**src/rtl/LDPC_pkg.sv**
```systemverilog
// Shared LDPC front-end constants: CRC generator polynomials, size limits, CRC-attach FSM states.
package LDPC_pkg;
    localparam logic [23:0] POLY_24A             = 24'h864CFB;
    localparam logic [15:0] POLY_16              = 16'h1021;
    localparam int          MAX_TB_WITH_CRC_SIZE = 8024;
    localparam int          CRC16_THRESH_BITS    = 3824;

    typedef enum logic [1:0] {CRC_IDLE, CRC_DATA, CRC_APPEND, CRC_DRAIN} crc_state_t;
endpackage

```
**src/rtl/ldpc_crc_byte_update.sv**
```systemverilog
// Combinational next-CRC for one byte, MSB first, CRC24A or CRC16 (CRC16 lives in the low 16 bits).
module ldpc_crc_byte_update
    import LDPC_pkg::*;
(
    input  logic [23:0] crc_in,
    input  logic [7:0]  byte_in,
    input  logic        sel24,
    output logic [23:0] crc_out
);
    logic [23:0] c;
    logic        fb;

    always_comb begin
        c  = crc_in;
        fb = 1'b0;
        for (int i = 7; i >= 0; i--) begin
            if (sel24) begin
                fb = c[23] ^ byte_in[i];
                c  = {c[22:0], 1'b0} ^ (fb ? POLY_24A : 24'h0);
            end else begin
                fb = c[15] ^ byte_in[i];
                c  = {8'h00, c[14:0], 1'b0} ^ (fb ? {8'h00, POLY_16} : 24'h0);
            end
        end
        crc_out = c;
    end
endmodule

```
**config.mk**
```make
export PLATFORM = sky130hd
export DESIGN_NAME = ldpc_crc_byte_update
export DESIGN_NICKNAME = d
export VERILOG_FILES = /design/src/rtl/LDPC_pkg.sv /design/src/rtl/ldpc_crc_byte_update.sv
export SDC_FILE = /design/constraint.sdc
export NUM_CORES = 1
export LEC_CHECK = 0
export CAP_MARGIN = 20
export CORE_MARGIN = 5
export CORE_UTILIZATION = 25
export DETAILED_ROUTE_END_ITERATION = 6
export SLEW_MARGIN = 15
export SYNTH_ARGS = -nofsm -noshare
export SYNTH_HDL_FRONTEND = slang
export SYNTH_SLANG_ARGS = --single-unit
```
**constraint.sdc**
```tcl
create_clock -name vclk -period 7.05
set_clock_uncertainty 0.2 [all_clocks]
set_input_delay 1.41 -clock vclk [all_inputs]
set_output_delay 1.41 -clock vclk [all_outputs]
set_load 0.01 [all_outputs]
```
==> run_results.csv, run 1 <==
group,metric,value,unit
synth,synth_seq_area_share,0,
critical_path,required,5.44,ns
hold_path,hold_path_class,"in -> out",
final_layout,seq_cell_count,0,
place,preCtsSetupSlack,0.435,ns
sta,clock.fmax,152,MHz
floorplan,die_x,85,um
place,portBuffers,57,
synth,synth_top_area_cell,"xnor2_1",
global_route,grt_max_degree,27,
synth,netlist_instances,163,
sta,tightest_slew,0.587,ns
drt,routed_wl,3930,um
job,cap_viol_max_count,0,
drt,wl_per_cell,13.7,um
synth,synthDistinctLibCells,30,
floorplan,initial_core_util,0.257,
synth,avgSynthCellArea,8.63,um2
synth,syn-num-nets,196,
final_layout,diodes,0,
power_and_ir_drop,p_total,0.468,mW
power_and_ir_drop,p_per_area,230,nW/um2
sta,tns,0,ns
synth,ys_warn_count,0,
final_layout,synthToLayoutAreaGrowth,44.7,%
global_route,antenna_found_initial,0,
place,dpl.hpwl,3350,um
final_layout,drive_gt1_frac,0.0698,
floorplan,die_height,85,um
power_and_ir_drop,ir_worst_vdd,0.0969,mV
sta,period_needed,6.59,ns
synth,netlist_top_cells_area,"xnor2_1 (33%), xor2_1 (16%), xnor3_1 (9.6%), nor2_1 (4.3%), a21oi_1 (3.6%)",
critical_path,worstPathMaxFanout,4,
floorplan,dieArea,7230,um2
final_layout,nClkBuffers,0,
global_route,grt-ovfl-total,0,
drt,ant_nets,0,
final_layout,seq_area,0,um2
outcome,status,"finished clean",
drt,vias_per_cell,4.18,
clock_network,post_cts_buffers,0,
drt,vias,1199,
synth,synth_area,1410,um2
clock_network,postCtsHoldBufs,0,
global_route,grt_pass1_vias,1232,
clock_network,cts_resized,0,
drt,drt-initial-drc-count,67,
synth,synth_top_area_share,0.330,
sta,period_share,0.935,
sta,rsz0062_at_grt,"no",
place,gp_congestion,0.814,
floorplan,rows,27,
critical_path,crit_path_end_kind,"output port",
global_route,grtUsageTotal,0.106,
sta,setup_viol_count_final,0,
sta,holdWs,3.61,ns
critical_path,arrival,4.98,ns
floorplan,core,5470,um2
critical_path,crit_path_start_kind,"input pin",
final_layout,nNetsFinal,250,
sta,fin_ws,0.457,ns
global_route,grt_pass1_wl,6370,um
floorplan,boundaryPins,57,
sta,relSlewSlack,0.606,
sta,finalHoldViolations,0,
drt,drc_errors,0,
sta,slew_viol_final,0,
power_and_ir_drop,power_leakage,0.804,nW
critical_path,crit_type,"in -> out",
drt,dr.pass1.iters,4,
-- layout by cell type, fill, tap and decap left out, types with 2 or more instances in the layout --
cell and n:
xnor2_2 3, a21oi_1 10, mux2i_1 3, nor2_1 16, or4_1 2, clkdlybuf4s50_1 57, inv_1 3, xnor3_1 6
xor2_1 26, xnor2_1 53, xor3_2 2, buf_4 5, o21ai_0 6, xnor3_2 2, nand2_1 8
-- layer usage --
metal,wire length [um],global-route usage
met2,1910,0.188
met5,0,0
met4,0,0
met1,1770,0.145
met3,260,0.0136
-- cells in the mapped netlist (2+ instances only) --
cell      instances
mux2i_1           3
buf_6             4
xnor2_2           3
o21ai_0           6
nand2_1           8
nor2_1           16
a21oi_1          10
buf_2             2
xnor3_2           2
xnor2_1          53
xnor3_1           6
xor2_1           26
or4_1             2
xor3_2            2
inv_1             3
clkbuf_1          3
-- logic make-up after synthesis --
kind of cell,count (synthesis),synth area share
and+or+nand+nor,32,0.104
AOI/OAI and AO/OA,21,0.0881
xor gates and xnor gates,94,0.729
buffers and inverters,13,0.0578
muxes,3,0.0214
-- report_power, final --
group | leakage [nW] | internal [mW] | switching, mW
registers | 0 | 0 | 0
logic | 0.804 | 0.269 | 0.199
clock network | 0 | 0 | 0
total | 0.804 | 0.269 | 0.199
-- layout make-up --
type	count	area (um2)
fill	594	3440
multi-input combinational	150	1330
timing repair buffer	62	608
tap	72	90.1
inverter	3	11.3
-- worst paths after layout --
check                  start  depth (start not counted)     endpoint
setup / recovery  crc_in[22]                         10  crc_out[17]
hold / removal     crc_in[1]                          3   crc_out[9]
-- critical path: stages --
cell and delay, ns:
clkdlybuf4s50_1 0.61, xor2_1 0.27, xnor3_2 0.52, xnor2_2 0.18, xor3_2 0.48, a21boi_0 0.26, or2_1 0.27, xnor3_1 0.34
and2_1 0.17, clkdlybuf4s50_1 0.47
-- stage by stage --
step                cells  cell area [um2]  utilization
floorplan             163             1410            -
global placement      287             2030        0.372
detailed placement    287             2030        0.372
CTS                   287             2030        0.372
global route          287             2030        0.372
finish                287             2030        0.372
(Power assumes the default switching activity.)
==> run 2: changes to the inputs <==
--- a/config.mk
+++ b/config.mk
@@ -7,8 +7,9 @@
 export LEC_CHECK = 0
 export CAP_MARGIN = 20
 export CORE_MARGIN = 5
-export CORE_UTILIZATION = 25
+export CORE_UTILIZATION = 30
 export DETAILED_ROUTE_END_ITERATION = 6
+export PLACE_DENSITY = 0.59
 export SLEW_MARGIN = 15
 export SYNTH_ARGS = -nofsm -noshare
 export SYNTH_HDL_FRONTEND = slang
==> constraint.sdc (replaced) <==
create_clock -name vclk -period 7.75
set_clock_uncertainty 0.2 [all_clocks]
set_input_delay 1.55 -clock vclk [all_inputs]
set_output_delay 1.55 -clock vclk [all_outputs]
set_load 0.01 [all_outputs]
==> run 2 against run 1 <==
Effect of this change:
- first-iteration DRC count fell by 45%
- non-clock buffer count fell by 2
- cell count decreased by 7.0%
- worst setup slack better by 0.29 ns
- cell area decreased by 1.8%
- combinational power fell by 9.4%
- total power is 9.4% lower
- largest cell class unchanged
==> run_results.csv, run 2 (same netlist as run 1, synthesis figures left out) <==
group,metric,value,unit
power_and_ir_drop,ir_worst_vdd,0.0437,mV
power_and_ir_drop,power_leakage,0.794,nW
floorplan,boundaryPins,57,
hold_path,hold_path_class,"in -> out",
sta,tns,0,ns
global_route,grt-ovfl-total,0,
final_layout,seq_area,0,um2
drt,wl_per_cell,14.0,um
clock_network,postCtsHoldBufs,0,
critical_path,crit_start,"byte_in[6]",
final_layout,nNetsFinal,248,
critical_path,crit_path_start_kind,"input pin",
hold_path,min-delay-start,"crc_in[6]",
drt,routed_wl,3730,um
drt,drc_errors,0,
final_layout,final_cells,267,
final_layout,layout_common_cells,"clkdlybuf4s50_1 (57), xnor2_1 (53), xor2_1 (26)",
place,gp_congestion,0.775,
final_layout,seq_cell_count,0,
power_and_ir_drop,p_per_area,212,nW/um2
final_layout,fillers,487,
drt,ant_nets,0,
drt,dr.pass1.iters,4,
place,portBuffers,57,
floorplan,core,4630,um2
sta,rsz0062_at_grt,"no",
critical_path,crit_path_end_kind,"output port",
floorplan,dieArea,6160,um2
global_route,grtUsageTotal,0.121,
sta,clock.fmax,143,MHz
floorplan,die_height,78.5,um
final_layout,synthToLayoutAreaGrowth,42.0,%
critical_path,worstPathMaxFanout,7,
floorplan,die_x,78.5,um
drt,vias,1193,
sta,finalHoldViolations,0,
critical_path,crit_type,"in -> out",
critical_path,required,6.00,ns
sta,relSlewSlack,0.542,
global_route,antenna_found_initial,0,
place,dp_cells,267,
sta,period_share,0.903,
final_layout,layout_commonest_cell,"clkdlybuf4s50_1",
sta,slew_viol_final,0,
global_route,grt_pass1_vias,1219,
clock_network,post_cts_buffers,0,
sta,tightest_slew,0.687,ns
final_layout,diodes,0,
final_layout,drive_gt1_frac,0.0610,
place,dpl.hpwl,3180,um
outcome,status,"finished clean",
sta,setup_viol_count_final,0,
drt,drt-initial-drc-count,37,
floorplan,initial_core_util,0.304,
critical_path,arrival,5.25,ns
clock_network,cts_resized,0,
global_route,grt_pass1_wl,6040,um
drt,vias_per_cell,4.47,
final_layout,nClkBuffers,0,
global_route,grt_max_degree,28,
floorplan,rows,25,
sta,period_needed,7.00,ns
job,cap_viol_max_count,0,
[run 2: critical path, stage by stage]
cell and delay, ns:
clkdlybuf4s50_1 0.73, xor2_1 0.27, xnor3_2 0.52, xnor2_2 0.18, xor3_2 0.48, a21boi_0 0.26, or2_1 0.28, xnor3_1 0.34
and2_1 0.16, clkdlybuf4s50_1 0.48
[run 2: path summary, 6_finish.rpt]
path              slack, ns  cells after the start     endpoint
hold / removal         3.90                      3  crc_out[14]
setup / recovery       0.75                     10  crc_out[17]
[run 2: area by class of cell]
class | count | area [um2] | area share
inverter | 3 | 11.3 | 0.00564
timing repair buffer | 60 | 593 | 0.297
tap | 54 | 67.6 | 0.0338
multi-input combinational | 150 | 1330 | 0.664
[run 2: where the power goes]
| part | internal [mW] | leakage, nW | total (mW) | switching (mW) |
|---|---|---|---|---|
| Sequential | 0 | 0 | 0 | 0 |
| Combinational | 0.244 | 0.794 | 0.424 | 0.180 |
| Clock | 0 | 0 | 0 | 0 |
| Total | 0.244 | 0.794 | 0.424 | 0.180 |
[run 2: layer usage]
layer | vias up | part of all wire | GRT usage
met1 | 536 | 0.44 | 0.154
met5 | - | 0 | 0
met4 | 0 | 0.0038 | 0.00524
met3 | 2 | 0.039 | 0.00917
met2 | 30 | 0.52 | 0.230
li1 | 625 | - | -
[run 2: through the flow]
stage	hold slack, ns	util	setup slack [ns]	power, mW	area [um2]
3_5_place_dp	3.90	0.431	0.723	0.428	2000
6_report	3.90	0.431	0.751	0.424	2000
3_3_place_gp	3.90	0.431	0.794	0.426	2000
2_1_floorplan	2.98	-	2.01	0.280	1410
5_1_grt	3.92	0.431	0.546	0.456	2000
4_1_cts	3.91	0.431	0.721	0.430	2000
